--- config.mk ---
export PLATFORM = sky130hd
export DESIGN_NAME = cordic_multimode
export DESIGN_NICKNAME = d
export VERILOG_FILES = /design/src/rtl/cordic_pkg.sv /design/src/rtl/cordic_sat.sv /design/src/rtl/cordic_multimode.sv
export SDC_FILE = /design/constraint.sdc
export NUM_CORES = 1
export LEC_CHECK = 0
export ABC_CLOCK_PERIOD_IN_PS = 7400
export CORE_ASPECT_RATIO = 1.2
export CORE_MARGIN = 2
export CORE_UTILIZATION = 59
export CTS_BUF_LIST = sky130_fd_sc_hd__clkbuf_4
export DETAILED_ROUTE_END_ITERATION = 12
export DONT_BUFFER_PORTS = 1
export PLACE_DENSITY = 0.75
export SYNTH_ARGS = -nofsm -noshare
export SYNTH_HDL_FRONTEND = slang
export SYNTH_SLANG_ARGS = --single-unit
--- constraint.sdc ---
create_clock -name clk -period 7.4 [get_ports clk]
set_clock_uncertainty 0.15 [all_clocks]
set_input_delay 1.11 -clock clk [delete_from_list [all_inputs] [get_ports clk]]
set_output_delay 1.11 -clock clk [all_outputs]
set_load 0.005 [all_outputs]
--- src/rtl/cordic_pkg.sv ---
// Shared constants for the multimode CORDIC engine.
// Holds the arctangent table, the inverse CORDIC gain, the pi constants,
// the mode encodings and the FSM state encoding. Every constant is stored
// at high precision and rescaled to the engine's fractional width by the
// engine itself.
package cordic_pkg;

    // atan(2^-i) in Q2.30, i = 0..31
    localparam logic [31:0] ATAN_Q30 [32] = '{
        32'd843314857, 32'd497837829, 32'd263043837, 32'd133525159,
        32'd67021687,  32'd33543516,  32'd16775851,  32'd8388437,
        32'd4194283,   32'd2097149,   32'd1048576,   32'd524288,
        32'd262144,    32'd131072,    32'd65536,     32'd32768,
        32'd16384,     32'd8192,      32'd4096,      32'd2048,
        32'd1024,      32'd512,       32'd256,       32'd128,
        32'd64,        32'd32,        32'd16,        32'd8,
        32'd4,         32'd2,         32'd1,         32'd1
    };

    // 1/K = 0.6072529350 in Q2.30
    localparam logic [31:0] KINV_Q30    = 32'd652032874;
    // pi and pi/2 in Q3.29
    localparam logic [31:0] PI_Q29      = 32'd1686629713;
    localparam logic [31:0] HALF_PI_Q29 = 32'd843314857;

    localparam logic MODE_ROT = 1'b0;
    localparam logic MODE_VEC = 1'b1;

    typedef enum logic [2:0] {
        ST_IDLE  = 3'd0,
        ST_PRE   = 3'd1,
        ST_ITER  = 3'd2,
        ST_SCALE = 3'd3,
        ST_OUT   = 3'd4
    } cordic_state_t;

endpackage

--- src/rtl/cordic_sat.sv ---
// Signed saturator: narrows an IW-bit two's complement value to OW bits.
// Ports:
//   din  - wide signed input
//   dout - narrowed value, clipped to [-2^(OW-1), 2^(OW-1)-1]
//   clip - high when din did not fit and dout was clipped
module cordic_sat
    import cordic_pkg::*;
#(
    parameter int IW = 18,
    parameter int OW = 16
) (
    input  logic signed [IW-1:0] din,
    output logic signed [OW-1:0] dout,
    output logic                 clip
);

    localparam logic signed [OW-1:0] MAX_V = {1'b0, {(OW-1){1'b1}}};
    localparam logic signed [OW-1:0] MIN_V = {1'b1, {(OW-1){1'b0}}};

    always_comb begin
        // The value fits when every bit above the output sign bit equals the sign.
        clip = (din[IW-1:OW-1] != {(IW-OW+1){din[IW-1]}});
        if (clip) begin
            dout = din[IW-1] ? MIN_V : MAX_V;
        end else begin
            dout = din[OW-1:0];
        end
    end

endmodule

--- src/rtl/cordic_multimode.sv ---
// Iterative CORDIC engine: rotation mode rotates (x,y) by z, vectoring mode
// returns magnitude and atan2(y,x). A quadrant pre-rotation extends coverage
// to the full [-pi, pi) range; optional 1/K gain compensation; saturating
// outputs. One operation in flight, valid/ready on both sides.
// Ports:
//   clk, rst_n              - clock, asynchronous active-low reset
//   in_valid/in_ready       - operand handshake (ready only while idle)
//   in_mode                 - 0 rotation, 1 vectoring
//   in_x/in_y/in_z          - signed fixed-point operands, FL fractional bits
//   out_valid/out_ready     - result handshake, result held until accepted
//   out_x/out_y/out_z       - results (x', y', residual z / magnitude, ~0, angle)
//   out_sat                 - at least one result was clipped
module cordic_multimode
    import cordic_pkg::*;
#(
    parameter int WL        = 16,
    parameter int FL        = 13,
    parameter int N_ITER    = 15,
    parameter int GUARD     = 2,
    parameter int COMP_GAIN = 1
) (
    input  logic                 clk,
    input  logic                 rst_n,
    input  logic                 in_valid,
    output logic                 in_ready,
    input  logic                 in_mode,
    input  logic signed [WL-1:0] in_x,
    input  logic signed [WL-1:0] in_y,
    input  logic signed [WL-1:0] in_z,
    output logic                 out_valid,
    input  logic                 out_ready,
    output logic signed [WL-1:0] out_x,
    output logic signed [WL-1:0] out_y,
    output logic signed [WL-1:0] out_z,
    output logic                 out_sat
);

    localparam int IW = WL + GUARD;
    localparam int PW = 2 * IW;
    localparam int CW = 5;

    // Rescale a high-precision constant by sh bits, rounding half-up.
    function automatic logic signed [IW-1:0] round_const(input logic [31:0] q, input int sh);
        logic [32:0] t;
        t = {1'b0, q} + (33'd1 << (sh - 1));
        t = t >> sh;
        return $signed(t[IW-1:0]);
    endfunction

    // Drop FL fractional bits of a gain product, rounding half-up.
    function automatic logic signed [IW-1:0] round_prod(input logic signed [PW-1:0] p);
        logic signed [PW-1:0] half;
        logic signed [PW-1:0] t;
        half        = '0;
        half[FL-1]  = 1'b1;
        t           = (p + half) >>> FL;
        return $signed(t[IW-1:0]);
    endfunction

    function automatic logic signed [IW-1:0] sext(input logic signed [WL-1:0] v);
        return {{GUARD{v[WL-1]}}, v};
    endfunction

    localparam logic signed [IW-1:0] HALF_PI_FL = round_const(HALF_PI_Q29, 29 - FL);
    localparam logic signed [IW-1:0] KINV_FL    = round_const(KINV_Q30, 30 - FL);

    cordic_state_t        state;
    logic                 mode;
    logic [CW-1:0]        cnt;
    logic signed [IW-1:0] x_r, y_r, z_r;
    logic signed [IW-1:0] x_nx, y_nx, z_nx;
    logic signed [IW-1:0] xs, ys, atan_i;
    logic signed [PW-1:0] px, py;
    logic signed [WL-1:0] sx, sy, sz;
    logic                 cx, cy, cz;
    logic                 capture, last_iter, load_out, d_pos;

    assign capture   = (state == ST_IDLE) && in_valid && in_ready;
    assign last_iter = (state == ST_ITER) && (cnt == CW'(N_ITER - 1));
    // Results are registered on the edge that produces the final x/y/z,
    // so the saturators see next-state values rather than the accumulators.
    assign load_out  = (COMP_GAIN != 0) ? (state == ST_SCALE) : last_iter;
    assign atan_i    = round_const(ATAN_Q30[cnt], 30 - FL);
    assign px        = PW'(x_r) * PW'(KINV_FL);
    assign py        = PW'(y_r) * PW'(KINV_FL);

    always_comb begin
        x_nx  = x_r;
        y_nx  = y_r;
        z_nx  = z_r;
        d_pos = 1'b0;
        xs    = x_r >>> cnt;
        ys    = y_r >>> cnt;
        case (state)
            ST_IDLE: begin
                if (capture) begin
                    x_nx = sext(in_x);
                    y_nx = sext(in_y);
                    z_nx = (in_mode == MODE_VEC) ? '0 : sext(in_z);
                end
            end
            ST_PRE: begin
                if (mode == MODE_ROT) begin
                    if (z_r > HALF_PI_FL) begin
                        x_nx = -y_r;
                        y_nx = x_r;
                        z_nx = z_r - HALF_PI_FL;
                    end else if (z_r < -HALF_PI_FL) begin
                        x_nx = y_r;
                        y_nx = -x_r;
                        z_nx = z_r + HALF_PI_FL;
                    end
                end else if (x_r[IW-1]) begin
                    if (!y_r[IW-1]) begin
                        x_nx = y_r;
                        y_nx = -x_r;
                        z_nx = HALF_PI_FL;
                    end else begin
                        x_nx = -y_r;
                        y_nx = x_r;
                        z_nx = -HALF_PI_FL;
                    end
                end
            end
            ST_ITER: begin
                d_pos = (mode == MODE_ROT) ? !z_r[IW-1] : y_r[IW-1];
                if (d_pos) begin
                    x_nx = x_r - ys;
                    y_nx = y_r + xs;
                    z_nx = z_r - atan_i;
                end else begin
                    x_nx = x_r + ys;
                    y_nx = y_r - xs;
                    z_nx = z_r + atan_i;
                end
            end
            ST_SCALE: begin
                x_nx = round_prod(px);
                y_nx = round_prod(py);
            end
            default: ;
        endcase
    end

    cordic_sat #(.IW(IW), .OW(WL)) u_sat_x (.din(x_nx), .dout(sx), .clip(cx));
    cordic_sat #(.IW(IW), .OW(WL)) u_sat_y (.din(y_nx), .dout(sy), .clip(cy));
    cordic_sat #(.IW(IW), .OW(WL)) u_sat_z (.din(z_nx), .dout(sz), .clip(cz));

    // Accumulators carry no reset: they are always loaded at capture.
    always_ff @(posedge clk) begin
        x_r <= x_nx;
        y_r <= y_nx;
        z_r <= z_nx;
    end

    always_ff @(posedge clk or negedge rst_n) begin
        if (!rst_n) begin
            state     <= ST_IDLE;
            mode      <= MODE_ROT;
            cnt       <= '0;
            in_ready  <= 1'b1;
            out_valid <= 1'b0;
            out_x     <= '0;
            out_y     <= '0;
            out_z     <= '0;
            out_sat   <= 1'b0;
        end else begin
            case (state)
                ST_IDLE: begin
                    if (capture) begin
                        mode     <= in_mode;
                        in_ready <= 1'b0;
                        state    <= ST_PRE;
                    end
                end
                ST_PRE: begin
                    cnt   <= '0;
                    state <= ST_ITER;
                end
                ST_ITER: begin
                    if (last_iter) begin
                        cnt   <= '0;
                        state <= (COMP_GAIN != 0) ? ST_SCALE : ST_OUT;
                    end else begin
                        cnt <= cnt + 1'b1;
                    end
                end
                ST_SCALE: begin
                    state <= ST_OUT;
                end
                ST_OUT: begin
                    if (out_ready) begin
                        out_valid <= 1'b0;
                        in_ready  <= 1'b1;
                        state     <= ST_IDLE;
                    end
                end
                default: state <= ST_IDLE;
            endcase
            if (load_out) begin
                out_x     <= sx;
                out_y     <= sy;
                out_z     <= sz;
                out_sat   <= cx | cy | cz;
                out_valid <= 1'b1;
            end
        end
    end

endmodule

**After elaboration in Yosys (flattened, before gate mapping)**

Memory sizes are Yosys's and may differ from the RTL's.
Cells that the tools add are included.

- Add/sub/neg operators: 14
- Multipliers: 2
- Order comparisons: 3
- Equal/unequal tests: 11
- Shift-type cells: 2
- Muxes and demuxes: 46
- Bitwise logic cells: 3
- Reduce and logical (&&, ||, !) cells: 13

Operator list:

| cell | count |
|---|---|
| $mux W18 | 22 |
| $pmux W18 S4 | 2 |
| $mux W16 | 6 |
| $mux W32 | 2 |
| $add A31 B14 Y31 const B | 2 |
| $mul A18 B14 Y31 const B | 2 |
| $pmux W18 S3 | 1 |
| $add A18 B18 Y18 | 2 |
| $neg A18 Y18 | 2 |
| $sshr A18 B5 Y18 | 2 |
| $sub A18 B18 Y18 | 2 |
| $add A32 B17 Y33 const B | 1 |
| $add A18 B15 Y18 const B | 1 |
| $add A18 B17 Y18 | 1 |
| $gt A18 B15 Y1 const B | 1 |
| $lt A18 B15 Y1 const B | 1 |
| $sub A18 B15 Y18 const B | 1 |
| $sub A18 B17 Y18 | 1 |
| $pmux W3 S5 | 1 |
| $pmux W5 S2 | 1 |
| $mux W3 | 3 |
| $reduce_bool A2 Y1 | 4 |
| $eq A3 B2 Y1 const B | 2 |
| $ge A6 B6 Y1 const B | 1 |
| other kinds (16) | 30 |

- Register bits: 114
- Bits in read-only memories: 1024
- Output and inout bits: 51
- Memories kept: 1

Memory list:

| name | words | bits a word | read ports | clocked after Yosys merged registers in | write ports | line | source |
|---|---|---|---|---|---|---|---|
| (no name shown) | 32 | 32 | 1 | 0 | 0 | cordic_multimode.sv:83 | `assign atan_i = round_const(ATAN_Q30[cnt], 30 - FL);` |

**Depth between registers and ports, before layout**

Gate-level depths: netlist (run 1).

- Word-level depth: 10
- Mapped depth: 33
- Mapped depth without buffers: 28

**Modules after synthesis**

A second synthesis (run 1) with hierarchy kept.

- Cells, all modules: 3168
- Area total of the unflattened synthesis: 25324.3 um^2

By module, submodules not included:

| module | times used | cells an instance | area each (um^2) | sequential area each (um^2) |
|---|---|---|---|---|
| cordic_multimode | 1 | 2997 | 24325.8 | 2583.7 |
| cordic_sat | 3 | 57 | 332.8 | 0.0 |

**Worst setup path after synthesis (run 1)**

OpenSTA, ideal clock, no wires.

- Kind: flip-flop to flip-flop
- Start: register x_r[9]
- End: register out_sat
- Data arrival time: 6.534 ns
- Required time: 7.121 ns
- Slack: 0.587 ns
- Stages on the path, launching flop included: 26
- Buffers on the path: 1
- Clock period less this slack: 6.813 ns
- Path through: dfxtp_1 -> clkbuf_1 -> inv_1 -> ha_1 -> inv_1 -> fa_1 -> inv_1 -> fa_1 -> fa_1 -> fa_1 -> inv_1 -> fa_1 -> inv_1 -> ha_1 -> a21o_1 -> a21oi_1 -> nor2_1 -> a31oi_1 -> a21oi_1 -> or3_1 -> a2111oi_0 -> nor3_1 -> nand4_1 -> nor2b_4 -> mux2_4 -> o41a_1

- Elaborated cells between the ends (all ways): 21
- Those cells by class: 6 x add/sub; 1 x mul; 2 x eq/ne; 1 x shift; 9 x mux; 2 x bitwise

RTL lines:

| what | line | source |
|---|---|---|
| from (decl) | cordic_multimode.sv:70 | `logic signed [IW-1:0] x_r, y_r, z_r;` |
| from (signal assigned) | cordic_multimode.sv:151 | `x_r <= x_nx;` |
| $mul A18 B14 Y31 (tied with other cells) | cordic_multimode.sv:84 | `assign px = PW'(x_r) * PW'(KINV_FL);` |
| $add A31 B14 Y31 / $mux W18 (equally long branches) | cordic_multimode.sv:56, cordic_multimode.sv:127 |  |
| $pmux W18 S4 (*) | cordic_multimode.sv:94 | `case (state)` |
| via u_sat_x.din[17] | cordic_sat.sv:12 | `input logic signed [IW-1:0] din,` |
| $ne A2 B2 Y1 (*) | cordic_sat.sv:22 | `clip = (din[IW-1:OW-1] != {(IW-OW+1){din[IW-1]}});` |
| $or A1 B1 Y1 (*) (2 in series) | cordic_multimode.sv:204 | `out_sat <= cx \| cy \| cz;` |
| to (signal assigned) | cordic_multimode.sv:204 |  |
| to (decl) | cordic_multimode.sv:35 | `output logic out_sat` |

The timed path passes the listed nets; every way through them passes the cells marked *.
A chain may end at the register's enable or synchronous reset.

**Worst setup path in the final report (run 1)**

- Start: register x_r[11]
- End: register out_sat

Same word-level chain as after synthesis.

==> impl_results.md, run 1 <==
* Max-Cap Viols at 0
* DRT iter0 DRCs at ~2900
* CP Capture Type: flip-flop
* Setup TNS at 0 ps
* RSZ-0062 raised after global routing: false
* Crit path DAT at 7510 ps
* Fin crit share at a little over nine tenths
* Routed WL at ~93 mm
* Final Worst Setup Slack at approximately 270 ps
* Die area at around 44000 um^2
* Top-count cell post-synth: inv_1
* Yosys warning count at 0
* Min Clock Period, post-route at 7130 ps
* Worst r2r path cells at 24
* Largest net degree at the start of global routing at 66
* Clock network latency to the later pin of the worst-skew pair at approximately 700 ps
* Cts bufs inserted at 17
* Detailed-route via count at 23800
* Die Wd at about 190 um
* Yosys cell types at 96
* Via density at 6.61
* Drt pass-1 iters at 7
* Setup crit start kind: flip-flop
* Root buf cell: clkbuf_4
* Worst rel slew slack at a little over a fifth
* First-pass GRT wire length at around 140 mm
* Drt drc at 0
* Critical path type: flip-flop to flip-flop
* FF/Latch Area at 2600 um^2
* Register area share after synthesis at 10.4%
* Max Freq at ~0.14 GHz
* Net Count, Synth at approximately 3700
* Syn_area_per_cell at 8.10 um^2
* PD cells at between 40 and 50 nW/um^2
* Power share of the clock group at around 47%
* Number of global-route vias before repair at 23800
* Dominant synthesized flop cell: dfrtp_1
* Antenna violations before repair at 4
* Yosys reg bits at approximately 110
* Endpoints failing setup at 0
* I/O pin count at around 100
* Cells after Synth at around 3000
* Share of cells above drive strength 1 at ~8.3%
* Synth top area cells: fa_1 19%, ha_1 15%, inv_1 7.2%
* Post-synth top area share at 19.2%
* Starting Density at about 60%
* Drt wl/cell at 26.0 um
* Clk slew on worst S/H paths at about 190 ps
* Grt ovf at 0
* Max VDD drop at just over 0.00008 V
* Pins Over Slew Limit at 0
* Switching pwr at 377 uW
* Layout Nets at about 3600
* Clock sink count at 114
* Placed cell count at 3561
* Status: complete, no violations
* Area Overhead vs Synth at 4.74%
* Sequential share of power at between 50 and 60%
* EDFF count, synth at 0
* Gpl congestion at around 1.0
* CTS tree: done
* Synth Cell Area at 24900 um^2
* Synth area leader: fa_1
* Asr flop ratio synth at a little over half
* Dpl ws at 187 ps
* Setup bufs post-CTS at 0
* Switch share at between 30% and 40%
* Core Area at ~42000 um^2
* PortBufs at 0
* Area of the multi-input gates at between 15000 and 20000 um^2
* Clock H-tree levels at 4
* Req. time, crit path at about 7800 ps
* Fillers at about 3800
* HP Class: input port to async pin
* Final cell count without fillers at 3596
* Comb power frac at less than 1%
* ANT nets after route at 0
* Die height at about 230 um
* Hpwl dp at approximately 74 mm
* Pleak at 0.0126 uW
* Final hold viol count at 0
* Synth cell count leaders: 479 x inv_1, 293 x ha_1, 239 x fa_1
* GRT Util Overall at between 40% and 50%
* Worst slew pin tran at roughly 1200 ps
* Rows at between 80 and 90
* Clk buf depth at 2
* Critical Path Fanout Max at 5
* Power Internal at between 800 and 900 uW
layout by cell type, fill, tap and decap left out, types with 9 or more instances in the layout:
master / n
or3_1: 26
and3_1: 26
and2_1: 14
mux4_2: 32
nor2_1: 219
o21a_1: 19
clkbuf_4: 17
inv_1: 478
o211ai_1: 27
nand4_1: 13
xnor2_1: 96
mux2i_1: 36
o22ai_1: 20
fa_1: 239
a22oi_1: 18
xor2_1: 55
and4_1: 9
o221ai_1: 19
a21o_1: 45
nor2b_1: 19
mux2_2: 15
nor3_1: 58
nand2b_1: 19
a222oi_1: 12
nand3_1: 66
o21ai_0: 153
a21oi_1: 221
buf_4: 111
o21bai_1: 9
o31ai_1: 16
ha_1: 292
dfxtp_1: 45
or2_2: 9
a221o_1: 15
dfrtp_1: 55
a31oi_1: 40
nand2_1: 230
a211oi_1: 48
a221oi_1: 22
final timing paths:
kind,start,to,slack [ps]
min reg2reg,out_x[15]$_DFFE_PN0P_,out_x[15]$_DFFE_PN0P_,400
min in group clk,in_mode,mode$_DFFE_PN0P_,380
max reg2reg,x_r[11]$_DFF_P_,out_sat$_DFFE_PN0P_,270
min,rst_n,out_x[6]$_DFFE_PN0P_,130
max,x_r[11]$_DFF_P_,out_sat$_DFFE_PN0P_,270
max in group asynchronous,rst_n,state[2]$_DFFE_PN0P_,6620
critical path, stage by stage (launching register included):
cell	delay, ps
dfxtp_2	390
buf_4	160
fa_1	500
inv_1	90
fa_1	550
inv_1	50
fa_1	480
fa_1	470
fa_1	510
inv_1	50
fa_1	470
inv_1	40
ha_1	320
and4_1	190
a21oi_1	200
a21o_1	170
a21oi_1	70
buf_4	180
or3_1	440
a2111oi_1	390
nor3_1	130
nand4_1	110
nor2b_4	190
mux2_4	370
o41a_1	310
cells by family after synthesis:
family / share of synthesized area [%]
buffers and inverters: 10.3
adder cells (fa/ha/maj): 33.9
XOR/XNOR: 5.30
AND/OR/NAND/NOR: 14.4
flip-flops: 10.4
AO/OA/AOI/OAI: 20.6
multiplexers: 5.12
registers in the layout, summed over array words and instances (netlist names), 3 cells and up:
register and flops:
x_r 18, y_r 18, z_r 18, out_x 16, out_y 16, out_z 16, cnt 5, state 3
final cells by class:
type,count,area share [%]
antenna,2,0.0192
clock buffer,17,0.489
clock inverter,15,0.637
inverter,481,6.93
multi-input combinational,2308,76.0
sequential,114,9.96
tap,546,2.62
timing repair buffer,113,3.37
stage by stage:
| step | power, uW | utilization, % | area, um^2 | hold WS, ps |
|---|---|---|---|---|
| final | 1180 | 62.6 | 26100 | 134 |
| after global routing | 1200 | 62.6 | 26100 | 117 |
| after CTS | 1180 | 62.4 | 26100 | 103 |
| after detailed placement | 632 | 61.7 | 25800 | 368 |
| after global placement | 631 | 61.7 | 25800 | 370 |
| after floorplan | 632 | - | 24900 | 320 |
routing by layer:
| layer | up-vias | global-route usage [%] | part of all wire, % |
|---|---|---|---|
| met5 | - | 0 | 0.017 |
| met4 | 2 | 24.8 | 6.5 |
| met3 | 341 | 8.61 | 10 |
| met2 | 1466 | 67.2 | 45 |
| met1 | 11500 | 54.8 | 38 |
| li1 | 10500 | - | - |
power by group through the flow:
| stage | Sequential [uW] | Clock (uW) | Combinational, uW |
|---|---|---|---|
| after floorplan | 631 | 0 | 0.631 |
| after CTS | 618 | 556 | 9.40 |
| final | 618 | 554 | 9.01 |
| after global routing | 618 | 574 | 10.6 |
| after detailed placement | 631 | 0 | 0.652 |
| after global placement | 631 | 0 | 0.639 |
repair_timing:
item / CTS / global route
endpoints found under the setup margin: 0 / 40
endpoints found under the hold margin: 59 / 0
hold buffers: 1 / 0
gates resized for setup: 0 / 16
No activity file was read; power rests on OpenSTA's default activity.
==> run 2: changes to the inputs <==
--- a/config.mk
+++ b/config.mk
@@ -13,6 +13,7 @@
 export DETAILED_ROUTE_END_ITERATION = 12
 export DONT_BUFFER_PORTS = 1
 export PLACE_DENSITY = 0.75
+export SETUP_SLACK_MARGIN = 0.5
 export SYNTH_ARGS = -nofsm -noshare
 export SYNTH_HDL_FRONTEND = slang
 export SYNTH_SLANG_ARGS = --single-unit
==> run 2 against run 1 <==
Die area stayed put; non-clock buffer count grew 24; core utilization increased by 2.0 points; hold slack worse by 10 ps; largest power group unchanged.
==> impl_results.md, run 2 (synthesis results as in run 1) <==
* Max Freq at around 0.15 GHz
* PortBufs at 0
* Starting Density at 59.7%
* Core Area at roughly 42000 um^2
* Critical path type: flip-flop to flip-flop
* Status: complete, no violations
* HP Class: input port to async pin
* Drt pass-1 iters at 6
* Cts bufs inserted at 17
* Pins Over Slew Limit at 0
* Max VDD drop at roughly 0.000082 V
* First-pass GRT wire length at between 100 and 150 mm
* Endpoints failing setup at 0
* Setup crit start kind: flip-flop
* DRT iter0 DRCs at slightly above 3000
* Fillers at roughly 3600
* Rows at 82
* Crit path DAT at 7170 ps
* CP Capture Type: flip-flop
* Root buf cell: clkbuf_4
* Clk buf depth at 2
* Final Power at roughly 1200 uW
* Final cell count without fillers at 3623
* ANT nets after route at 0
* Crit path max-delay cell type: fa_1
* Final hold viol count at 0
* Setup TNS at 0 ps
* Gpl congestion at around 1.0
* CTS tree: done
* Worst slew pin tran at about 1200 ps
* Clock sink count at about 110
* Clk slew on worst S/H paths at around 190 ps
* Area Overhead vs Synth at 8.13%
* Fin crit share at 91.6%
* Layout Nets at about 3600
* Share of cells above drive strength 1 at about an eighth
* Final Worst Setup Slack at roughly 620 ps
* Hpwl dp at approximately 74 mm
* CP dominant cell by count: fa_1
* Clock H-tree levels at 4
* Leading registers by flop count: x_r x18, y_r x18, z_r x18
* FF/Latch Area at roughly 2600 um^2
* RSZ-0062 raised after global routing: true
* Die height at approximately 230 um
* Grt ovf at 0
* Die Wd at about 190 um
* Slowest cell delay on critical path at around 550 ps
* GRT Util Overall at ~43%
* CP Cell Sequence: buf_6 > fa_1 > inv_2 > fa_1 > inv_1 > fa_1 > fa_2 > fa_1 > inv_1 > fa_1 > inv_2 > ha_4 > and4_1 > a21oi_2 > a21o_1 > a21oi_2 > buf_6 > or3_4 > a2111oi_4 > nor3_2 > nand4_1 > nor2b_4 > mux2_4 > o41a_1
* Die area at ~44000 um^2
* Finished Core Util at 64.6%
* Commonest non-fill, non-tap cell in the layout: inv_1
* Via density at 6.62
* Routed WL at about 94 mm
* Min Clock Period, post-route at a little under 7000 ps
* Cell family with most CP delay: adder cells
* I/O pin count at 104
* Dpl ws at 187 ps
* Pleak at about 0.013 uW
* Drt drc at 0
* Critical path buffer and inverter count at 6
* Worst rel slew slack at roughly 22%
* Most frequent cells in the layout: 458 x inv_1, 255 x ha_1, 234 x fa_1
* Detailed-route via count at roughly 24000
* Largest net degree at the start of global routing at 66
* Drt wl/cell at between 20 and 30 um
* Antenna violations before repair at 4
* Clock network latency to the later pin of the worst-skew pair at between 600 and 700 ps
* Area of the multi-input gates at around 20000 um^2
* Number of global-route vias before repair at 23800
* Req. time, crit path at ~8000 ps
* Critical Path Fanout Max at 4
* Max-Cap Viols at 0
* PD cells at 43.7 nW/um^2
* Placed cell count at around 3600
[run 2: power by group]
group | switching [uW] | internal [uW]
Clock | 370 | 184
Combinational | 6.95 | 2.07
Sequential | 0 | 616
[run 2: worst register-to-register path, cell delays in order, from the launching register on]
cell       delay, ps
dfxtp_4          410
buf_6            140
fa_1             550
inv_2             60
fa_1             510
inv_1             50
fa_1             490
fa_2             450
fa_1             510
inv_1             50
fa_1             540
inv_2             50
ha_4             140
and4_1           200
a21oi_2          140
a21o_1           160
a21oi_2           60
buf_6            150
or3_4            370
a2111oi_4        370
nor3_2            90
nand4_1          120
nor2b_4          190
mux2_4           360
o41a_1           320
[run 2: per-stage QoR]
| step | instance area, um^2 | hold WS [ps] |
|---|---|---|
| 2_1_floorplan | 24900 | 320 |
| 3_3_place_gp | 25800 | 370 |
| 3_5_place_dp | 25800 | 368 |
| 4_1_cts | 26200 | 103 |
| 5_1_grt | 27000 | 118 |
| 6_report | 27000 | 124 |
[run 2: final cells by class]
cell class                      instances  area share, %
Multi-Input combinational cell       2308           75.6
Sequential cell                       114           9.79
Inverter                              481           6.80
Timing Repair Buffer                  137           4.15
Tap cell                              546           2.53
Clock inverter                         15          0.617
Clock buffer                           17          0.473
Antenna cell                            5         0.0464
[run 2: worst paths after layout]
path | start | endpoint | slack (ps) | depth (start not counted)
min | rst_n | out_x[6]$_DFFE_PN0P_ | 120 | 1
max in group asynchronous | rst_n | state[2]$_DFFE_PN0P_ | 6620 | 1
min in group clk | in_mode | mode$_DFFE_PN0P_ | 380 | 2
max | x_r[11]$_DFF_P_ | out_sat$_DFFE_PN0P_ | 620 | 24
min reg2reg | out_y[15]$_DFFE_PN0P_ | out_y[15]$_DFFE_PN0P_ | 400 | 2
max reg2reg | x_r[11]$_DFF_P_ | out_sat$_DFFE_PN0P_ | 620 | 24
[run 2: per-layer routing]
metal	routed length, um	track usage (%)	up-vias	part of all wire (%)
met2	42900	67.8	1472	45
met4	6470	24.0	2	6.9
met5	16	0	-	0.017
met1	35300	55.0	11600	37
li1	-	-	10500	-
met3	9760	8.47	373	10
[run 2: timing repair]
item                       4_1_cts  5_1_grt
buffers inserted                 0       23
gates resized for setup         25      148
hold endpoints to repair        59        0
setup endpoints to repair       46       50
pin swaps                        1       35
hold buffers                     1        0
gates cloned                     0        1
